**config.mk**
```make
export PLATFORM = sky130hd
export DESIGN_NAME = fsm_probe_sequencer
export DESIGN_NICKNAME = d
export VERILOG_FILES = /design/src/rtl/probe_seq_pkg.sv /design/src/rtl/probe_seq_buf.sv /design/src/rtl/fsm_probe_sequencer.sv
export SDC_FILE = /design/constraint.sdc
export NUM_CORES = 1
export LEC_CHECK = 0
export ABC_AREA = 1
export BUFFER_PORTS_ARGS = -buffer_cell sky130_fd_sc_hd__buf_2
export CAP_MARGIN = 20
export CORE_ASPECT_RATIO = 0.5
export CORE_UTILIZATION = 61
export CTS_BUF_LIST = sky130_fd_sc_hd__clkbuf_4
export DETAILED_ROUTE_END_ITERATION = 12
export PLACE_DENSITY = 0.83
export SLEW_MARGIN = 15
export SYNTH_ARGS = -nofsm -noshare
export SYNTH_HDL_FRONTEND = slang
export SYNTH_SLANG_ARGS = --single-unit
```
**constraint.sdc**
```tcl
create_clock -name clk -period 2.6 [get_ports clk]
set_clock_uncertainty 0.2 [all_clocks]
set_input_delay 0.26 -clock clk [delete_from_list [all_inputs] [get_ports clk]]
set_output_delay 0.26 -clock clk [all_outputs]
set_load 0.005 [all_outputs]
```
**src/rtl/probe_seq_pkg.sv**
```systemverilog
// Shared types for the FsmProbe stimulus sequencer.
// PROBE_SEQ_CHECK_EN widens each entry with the expected {x,y} response.
package probe_seq_pkg;

  typedef enum logic [1:0] {IDLE, PRST, RUN, DONE} state_t;

`ifdef PROBE_SEQ_CHECK_EN
  typedef struct packed {
    logic i;
    logic j;
    logic x_exp;
    logic y_exp;
  } entry_t;
`else
  typedef struct packed {
    logic i;
    logic j;
  } entry_t;
`endif

  localparam int ENTRY_W = $bits(entry_t);

endpackage

```
**src/rtl/probe_seq_buf.sv**
```systemverilog
// Stimulus storage: DEPTH entries, one synchronous write port, combinational read.
module probe_seq_buf
  import probe_seq_pkg::*;
#(
  parameter int DEPTH = 16,
  parameter int AW    = 4
) (
  input  logic          clk,
  input  logic          wr_en,
  input  logic [AW-1:0] wr_addr,
  input  entry_t        wr_data,
  input  logic [AW-1:0] rd_addr,
  output entry_t        rd_data
);

  entry_t mem [DEPTH];

  always_ff @(posedge clk) begin
    if (wr_en) mem[wr_addr] <= wr_data;
  end

  assign rd_data = mem[rd_addr];

endmodule

```
**src/rtl/fsm_probe_sequencer.sv**
```systemverilog
// Replays a programmed {i,j} list into a freshly reset FsmProbe and captures {x,y}.
// PROBE_SEQ_CHECK_EN adds per-entry expected responses and a mismatch counter.
//
// state | meaning
// IDLE  | accept loads/clear, wait for start
// PRST  | one-cycle probe reset, rewind read pointer
// RUN   | drive entry rd_ptr, capture probe response
// DONE  | one-cycle done pulse, back to IDLE
module fsm_probe_sequencer
  import probe_seq_pkg::*;
#(
  parameter int DEPTH = 16,
  parameter int CNT_W = $clog2(DEPTH + 1)
) (
  input  logic               clk,
  input  logic               rstN,
  input  logic               clear,
  input  logic               load_valid,
  input  logic [ENTRY_W-1:0] load_data,
  output logic               load_ready,
  input  logic               start,
  output logic               busy,
  output logic               done,
  output logic [CNT_W-1:0]   entries,
  output logic               probe_rstN,
  output logic               probe_i,
  output logic               probe_j,
  input  logic               probe_x,
  input  logic               probe_y,
  output logic               resp_valid,
  output logic [1:0]         resp_data,
  output logic [CNT_W-1:0]   err_count
);

  localparam int AW = (DEPTH > 1) ? $clog2(DEPTH) : 1;

  state_t           state;
  logic [CNT_W-1:0] rd_ptr;
  logic [AW-1:0]    rd_addr;
  entry_t           rd_entry;
  logic             wr_en;
  logic             last;

  // start wins over load/clear so a run never sees its entry count change underneath it
  assign load_ready = (state == IDLE) && (entries < CNT_W'(DEPTH)) && !start;
  assign wr_en      = load_ready && load_valid && !clear;
  assign last       = (rd_ptr == entries - CNT_W'(1));
  // outputs are registered, so RUN fetches the entry for the following cycle
  assign rd_addr    = (state == RUN) ? rd_ptr[AW-1:0] + AW'(1) : rd_ptr[AW-1:0];

  probe_seq_buf #(.DEPTH(DEPTH), .AW(AW)) u_buf (
    .clk     (clk),
    .wr_en   (wr_en),
    .wr_addr (entries[AW-1:0]),
    .wr_data (entry_t'(load_data)),
    .rd_addr (rd_addr),
    .rd_data (rd_entry)
  );

`ifdef PROBE_SEQ_CHECK_EN
  logic [1:0] exp_xy;
`else
  assign err_count = '0;
`endif

  always_ff @(posedge clk) begin
    if (!rstN) begin
      state      <= IDLE;
      entries    <= '0;
      rd_ptr     <= '0;
      busy       <= 1'b0;
      done       <= 1'b0;
      resp_valid <= 1'b0;
      resp_data  <= '0;
      probe_rstN <= 1'b0;
      probe_i    <= 1'b0;
      probe_j    <= 1'b0;
`ifdef PROBE_SEQ_CHECK_EN
      exp_xy     <= '0;
      err_count  <= '0;
`endif
    end else begin
      done       <= 1'b0;
      resp_valid <= 1'b0;
      probe_rstN <= 1'b1;
      case (state)
        IDLE: begin
          if (start) begin
            busy <= 1'b1;
            if (entries != '0) begin
              state      <= PRST;
              probe_rstN <= 1'b0;
              rd_ptr     <= '0;
`ifdef PROBE_SEQ_CHECK_EN
              err_count  <= '0;
`endif
            end else begin
              state <= DONE;
              done  <= 1'b1;
            end
          end else if (clear) begin
            entries <= '0;
          end else if (wr_en) begin
            entries <= entries + CNT_W'(1);
          end
        end
        PRST: begin
          state   <= RUN;
          probe_i <= rd_entry.i;
          probe_j <= rd_entry.j;
`ifdef PROBE_SEQ_CHECK_EN
          exp_xy  <= {rd_entry.x_exp, rd_entry.y_exp};
`endif
        end
        RUN: begin
          resp_valid <= 1'b1;
          resp_data  <= {probe_x, probe_y};
`ifdef PROBE_SEQ_CHECK_EN
          if ({probe_x, probe_y} != exp_xy) err_count <= err_count + CNT_W'(1);
`endif
          if (last) begin
            state   <= DONE;
            done    <= 1'b1;
            probe_i <= 1'b0;
            probe_j <= 1'b0;
          end else begin
            rd_ptr  <= rd_ptr + CNT_W'(1);
            probe_i <= rd_entry.i;
            probe_j <= rd_entry.j;
`ifdef PROBE_SEQ_CHECK_EN
            exp_xy  <= {rd_entry.x_exp, rd_entry.y_exp};
`endif
          end
        end
        DONE: begin
          state <= IDLE;
          busy  <= 1'b0;
        end
        default: state <= IDLE;
      endcase
    end
  end

endmodule
```
==> results of run 1 <==
[stage by stage]
stage / hold WS (ns) / cells / setup WS [ns] / total power, mW
global placement: 0.2784 / 418 / 0.4153 / 2.109
CTS: 0.009403 / 429 / 0.2459 / 2.513
global route: 0.02597 / 429 / 0.05867 / 2.722
detailed placement: 0.2888 / 418 / 0.2992 / 2.158
finish: 0.02022 / 429 / 0.2261 / 2.530
floorplan: 0.1589 / 353 / 0.5474 / 1.931
[flip-flops by register name, summed over array words and instances, names as in the netlist]
register,flops
u_buf.mem,32
entries,5
rd_ptr,5
resp_data,2
state,2
busy,1
done,1
probe_i,1
probe_j,1
probe_rstN,1
resp_valid,1
[where the power goes]
group          switching [mW]  leakage [nW]  internal [mW]
sequential             0.0759         0.451          0.948
combinational           0.760         0.886          0.388
clock                   0.246        0.0334          0.112
[synth_stat cells, types with 4 or more instances]
master	n	area, um^2
sky130_fd_sc_hd__a21oi_1	9	45.04
sky130_fd_sc_hd__buf_4	8	60.06
sky130_fd_sc_hd__buf_6	4	45.04
sky130_fd_sc_hd__dfxtp_1	20	400.4
sky130_fd_sc_hd__edfxtp_1	32	960.9
sky130_fd_sc_hd__ha_1	11	137.6
sky130_fd_sc_hd__inv_1	24	90.09
sky130_fd_sc_hd__inv_2	4	15.01
sky130_fd_sc_hd__nand2_1	140	525.5
sky130_fd_sc_hd__nand3_1	12	60.06
sky130_fd_sc_hd__nor2_1	51	191.4
sky130_fd_sc_hd__nor2_2	6	37.54
sky130_fd_sc_hd__o21ai_0	5	25.02
sky130_fd_sc_hd__o21ai_1	5	25.02
[final cells by class]
cell class                      instances  area (um^2)
Clock buffer                            6        45.04
Clock inverter                          2        7.507
Fill cell                             333         1172
Inverter                               30        117.6
Multi-Input combinational cell        258         1177
Sequential cell                        52         1361
Tap cell                               54        67.56
Timing Repair Buffer                   27        155.1
[placed cells by master, fill, tap and decap left out, drive strengths merged]
master and instances:
dlygate4sd3 3, o21ai 10, nand3 13, nor3 1, nand4 3, conb 5
edfxtp 32, ha 11, o21bai 1, xor2 2, inv 31, nand2 144
nor2 58, clkinv 1, o31ai 1, clkbuf 6, dfxtp 20, a21oi 9
buf 24
[layer usage]
layer / vias to the layer above / track usage / wire length [um]
met3: 8 / 0.06667 / 567
li1: 1134 / - / -
met1: 1029 / 0.3705 / 2665
met2: 104 / 0.3979 / 2521
met4: 0 / 0.04726 / 48
met5: - / 0 / 0
[worst paths after layout]
check                                 start                         to  slack (ns)
hold / removal                        start          busy$_SDFFE_PN0P_        0.02
setup / recovery      state[0]$_SDFFE_PN0P_       probe_i$_SDFFE_PN0P_        0.23
setup reg to reg      state[0]$_SDFFE_PN0P_       probe_i$_SDFFE_PN0P_        0.23
hold reg to reg   resp_data[1]$_SDFFE_PN0P_  resp_data[1]$_SDFFE_PN0P_        0.32
[tightest hold or removal path: cells and delay by family]
kind                   cells  cell delay [ns]
buffers and inverters      2             0.12
AND/OR/NAND/NOR            1             0.10
AO/OA/AOI/OAI              1             0.07
[timing repair]
| action | in CTS | in global routing |
|---|---|---|
| endpoints found under the setup margin | 0 | 0 |
| hold buffers | 3 | 0 |
| hold endpoints to repair | 3 | 0 |
[cells by family after synthesis]
| logic type | share of synthesized area |
|---|---|
| AO/OA/AOI/OAI | 0.04138 |
| XOR/XNOR | 0.006368 |
| adder cells (fa/ha/maj) | 0.05002 |
| buffers and inverters | 0.08276 |
| flip-flops | 0.4948 |
| other | 0.001363 |
| AND/OR/NAND/NOR | 0.3233 |
==> impl_results.md, run 1 <==
* Standard cell area after detailed placement at 2849 um^2
* Routability congestion estimate at 0.9146
* Cell area after layout at between 2000 and 3000 um^2
* Final-report max-slew violation count at 0
* Wire length of the first global-routing pass at 9425 um
* Drt via density at roughly 5.3
* I/O pin cnt at 28
* Post-route fraction of the period consumed by the critical path at 0.9130
* Buffers on Ports at 22
* Core area at ~4100 um^2
* X dimension of the die at roughly 97 um
* Detailed-router iteration count before antenna repair at 5
* Fin Setup TNS at 0 ns
* Crit path time final at about 2.4 ns
* Largest stage delay on the critical path at 0.47 ns
* Maximum fanout count along the critical path at 10
* Count of cells along the worst hold path at 4
* Aggregate global routing overflow at 0
* Vias in the first global route at roughly 2000
* Final Hold Fails at 0
* Clock Pin Slew Worst Setup and Hold Paths at approximately 0.14 ns
* Arrival time at the worst endpoint at around 2.5 ns
* Critical path's top delay family: simple AND/OR/NAND/NOR gates
* Post-detailed-route wirelength per cell at ~14 um
* Die ar. at around 4800 um^2
* Root buf cell: sky130_fd_sc_hd__clkbuf_4
* Post-synth design cell area at around 2800 um^2
* Number of standard cells after synthesis at about 350
* Leakage component of the power at roughly 1.4 nW
* Initial Utilization at 0.6704
* Final cell utilization of the core at 0.7143
* Outcome: finished, final reports clean
* Buffers and inverters on the worst path at 2
* Height of the die at 49.49 um
* Longest Clk Path Bufs at 2
* Req. time, crit path at ~2.7 ns
* Synth Register Bits at 52
* Nature of the critical path startpoint: register
* Setup violations, final at 0
* DR iter-0 viols at between 200 and 250
* Pin count of the biggest net entering global routing at 17
* Fraction of the yosys area taken by sequential cells at 0.4948
* Clock latency on the worst-skew pair at around 0.37 ns
* Most repeated library cell on the critical path: sky130_fd_sc_hd__nand2_1
* Std-Cell Rows at 16
* Average cell area after synthesis at slightly below 8 um^2
* Type of the most critical hold path: primary input to register
* Number of nets in the layout at 394
* Fmax at between 0.4 and 0.5 GHz
* Power density cells at 862.9 nW/um^2
* Number of buffers added by the clock tree synthesis step at 5
* Via total after detailed routing at around 2300
* Initial antenna violation count at 0
* Final routed wirelength across all metal layers at 5802 um
* Max-cap violations at 0
* Count of different cell masters after synthesis at 26
* Clock tree from TritonCTS: built
* Worst ir drop on vdd at 0.5233 mV
* Fraction of final layout cells with drive strength greater than 1 at 0.1333
* Count of inserted antenna diode cells at 0
* Number of gates resized after CTS at 0
* Critical Path Slowest Stage Cell: sky130_fd_sc_hd__ha_1
* Cell-by-cell listing of the critical path: inv_1 -> ha_1 -> ha_1 -> buf_4 -> nand2_1 -> nand2_1 -> nand2_1 -> nand2_1 -> nand2_1 -> nand3_1 -> nand2_1 -> nor2_1 -> nor2_1 -> nor2_1
* FFs w/ async S/R, synth at 0
* Total DRC errors in the routed layout at 0
* Post CTS Setup Buffer Count at 0
* ANT nets after route at 0
* Placed wire-length estimate after detailed placement at between 4000 and 5000 um
* Synthesis warning total at 0
* Unrepaired setup endpoints after global routing: false
* Number of enable flip-flop cells after synthesis at 32
* Synthesis-to-finish area growth at 6.548%
* Combined global-route utilization of all metal layers at 0.2571
* Dominant synthesized flop cell: sky130_fd_sc_hd__edfxtp_1
* Stages on worst setup path at 14
* Number of H-tree branching levels at 2
* Number of clock sinks seen by CTS at 52
* Cell count of the worst reg-to-reg path at 14
* Critical Path End Type: register
* Critical path class: register to register
Note: power is estimated with default switching activity, not from simulation.
==> run 2, diff against run 1 <==
--- a/config.mk
+++ b/config.mk
@@ -12,7 +12,7 @@
 export CORE_UTILIZATION = 61
 export CTS_BUF_LIST = sky130_fd_sc_hd__clkbuf_4
 export DETAILED_ROUTE_END_ITERATION = 12
-export PLACE_DENSITY = 0.83
+export PLACE_DENSITY = 0.87
 export SLEW_MARGIN = 15
 export SYNTH_ARGS = -nofsm -noshare
 export SYNTH_HDL_FRONTEND = slang
==> impl_results.md, run 2 (synthesized netlist as in run 1, its figures left out) <==
* Number of buffers added by the clock tree synthesis step at 5 (unchanged)
* Min-Delay Endpoint: busy$_SDFFE_PN0P_
* Via total after detailed routing at 2342 (+2.9%)
* Arrival time at the worst endpoint at 2.50 ns (about the same)
* R2R Setup Slk at 0.18 ns (-0.05 ns)
* Die ar. at 4800 um^2 (unchanged)
* Std-Cell Rows at 16 (unchanged)
* Cell area after layout at 2937 um^2 (+0.17%)
* Largest Register: u_buf.mem
* Largest register FFs at 32 (unchanged)
* Power density cells at 866.7 nW/um^2 (+0.44%)
* Setup violations, final at 0 (unchanged)
* Max-cap violations at 0 (unchanged)
* Number of H-tree branching levels at 2 (unchanged)
* Standard cell area after detailed placement at 2841 um^2 (-0.26%)
* Number of clock sinks seen by CTS at 52 (unchanged)
* Total DRC errors in the routed layout at 0 (unchanged)
* Drt via density at 5.459 (+2.9%)
* Leakage component of the power at 1.367 nW (-0.26%)
* Commonest cells after routing, fill and taps aside: sky130_fd_sc_hd__nand2_1 (140), sky130_fd_sc_hd__nor2_1 (51), sky130_fd_sc_hd__edfxtp_1 (32)
* Non-filler cells, final at 429 (unchanged)
* Buffers on Ports at 22 (unchanged)
* Longest Clk Path Bufs at 2 (unchanged)
* Combined global-route utilization of all metal layers at 0.2616 (+0.004477)
* Req. time, crit path at 2.68 ns (-0.04 ns)
* Pin count of the biggest net entering global routing at 18 (+1)
* Worst hold slack after final layout at 0.006228 ns (-0.01400 ns)
* I/O pin cnt at 28 (unchanged)
* ANT nets after route at 0 (unchanged)
* Routability congestion estimate at 0.8857 (-3.2%)
* Initial Utilization at 0.6704 (unchanged)
* Final Hold Fails at 0 (unchanged)
* Critical path class: register to register
* Fraction of final layout cells with drive strength greater than 1 at 0.1364 (+0.003030)
* Most repeated library cell on the critical path: sky130_fd_sc_hd__nand2_1
* Outcome: finished, final reports clean
* Count of cells along the worst hold path at 4 (unchanged)
* Core area at 4104 um^2 (unchanged)
* X dimension of the die at 96.98 um (unchanged)
* Post-placement worst setup slack at 0.1697 ns (-0.1295 ns)
* Nature of the critical path startpoint: register
* Most common library cell in the layout ignoring fill and taps: sky130_fd_sc_hd__nand2_1
* Clock tree from TritonCTS: built
* Final cell utilization of the core at 0.7155 (+0.001220)
* Total Power Consumption at 2.545 mW (+0.61%)
* Crit path time final at 2.419 ns (+0.04525 ns)
* Origin of the critical flop-to-flop path: state[0]$_SDFFE_PN0P_
* Post-route fraction of the period consumed by the critical path at 0.9304 (+0.01740)
* Aggregate global routing overflow at 0 (unchanged)
* Cell-by-cell listing of the critical path: inv_1 -> ha_1 -> ha_2 -> inv_4 -> nand2_1 -> nand2_1 -> nand2_1 -> nand2_1 -> nand2_1 -> nand3_1 -> nand2_1 -> nor2_1 -> nor2_1 -> nor2_1
* Root buf cell: sky130_fd_sc_hd__clkbuf_4
* Cell count of the worst reg-to-reg path at 14 (unchanged)
* DR iter-0 viols at 241 (+13%)
* Clock latency on the worst-skew pair at 0.39 ns (+0.02 ns)
* Type of the most critical hold path: primary input to register
* Largest stage delay on the critical path at 0.54 ns (+0.07 ns)
* Unrepaired setup endpoints after global routing: false
* Post-detailed-route wirelength per cell at 13.80 um (+2.0%)
* Maximum fanout count along the critical path at 17 (+7)
* Detailed-router iteration count before antenna repair at 5 (unchanged)
* Fin Setup TNS at 0 ns (unchanged)
* Clock Pin Slew Worst Setup and Hold Paths at 0.16 ns (+0.02 ns)
* Registers with the most flip-flops: u_buf.mem: 32 flops, entries: 5 flops, rd_ptr: 5 flops
* Synthesis-to-finish area growth at 6.730%
* Launch instance of the worst min-delay path: start
* Initial antenna violation count at 1 (+1)
* Critical Path End Type: register
* Wire length of the first global-routing pass at 9563 um (+1.5%)
* Critical Path Slowest Stage Cell: sky130_fd_sc_hd__ha_2
* Final routed wirelength across all metal layers at 5919 um (+2.0%)
* Final WS setup at 0.1809 ns (-0.04525 ns)
* Post CTS Setup Buffer Count at 0 (unchanged)
* Worst ir drop on vdd at 0.6483 mV (+24%)
* End of the worst register-to-register path: probe_i$_SDFFE_PN0P_
* Number of nets in the layout at 393 (-0.25%)
* Height of the die at 49.49 um (unchanged)
* Final-report max-slew violation count at 0 (unchanged)
* Placed wire-length estimate after detailed placement at 4240 um (-1.2%)
* Fmax at 0.4134 GHz (-1.9%)
* Vias in the first global route at 2064 (+1.5%)
* Number of cells after detailed placement at 417 (-0.24%)
run 2: worst max-delay path by stage:
stage / slack (ns) / cells past startpoint / start / endpoint
after global routing: 0.02 / 14 / state[0]$_SDFFE_PN0P_ / probe_j$_SDFFE_PN0P_
after CTS: 0.1 / 14 / state[0]$_SDFFE_PN0P_ / probe_i$_SDFFE_PN0P_
after floorplan: 0.55 / 16 / state[0]$_SDFFE_PN0P_ / probe_i$_SDFFE_PN0P_
final: 0.18 / 14 / state[0]$_SDFFE_PN0P_ / probe_i$_SDFFE_PN0P_
after global placement: 0.28 / 14 / state[0]$_SDFFE_PN0P_ / probe_i$_SDFFE_PN0P_
after detailed placement: 0.17 / 14 / state[0]$_SDFFE_PN0P_ / probe_i$_SDFFE_PN0P_
run 2: layout make-up:
cell class,count,area (um^2)
Tap cell,54,67.56
Clock inverter,3,22.52
Sequential cell,52,1361
Multi-Input combinational cell,258,1180
Inverter,30,117.6
Timing Repair Buffer,26,147.6
Clock buffer,5,37.54
Antenna cell,1,2.502
Fill cell,288,1167
run 2: timing repair:
action	in CTS	in global routing
gates resized for setup	0	1
setup endpoints to repair	0	2
hold buffers	3	0
hold endpoints to repair	3	0
run 2: power breakdown:
group,internal (mW),switching (mW)
combinational,0.381,0.756
sequential,0.948,0.0767
clock,0.110,0.273
total,1.44,1.11
run 2: critical path: cells and delay by family, from the launching register on:
family / cells / cell delay, ns
fa+ha+maj: 2 / 0.78
simple gates: 10 / 0.72
flops: 1 / 0.38
buf+inv: 2 / 0.24
run 2: metal layers:
layer / global-route usage / vias to the layer above / part of all wire
met2: 0.4214 / 130 / 0.45
met3: 0.06809 / 15 / 0.096
met4: 0.1070 / 0 / 0.021
met1: 0.3417 / 1063 / 0.43
li1: - / 1134 / -
met5: 0 / - / 0
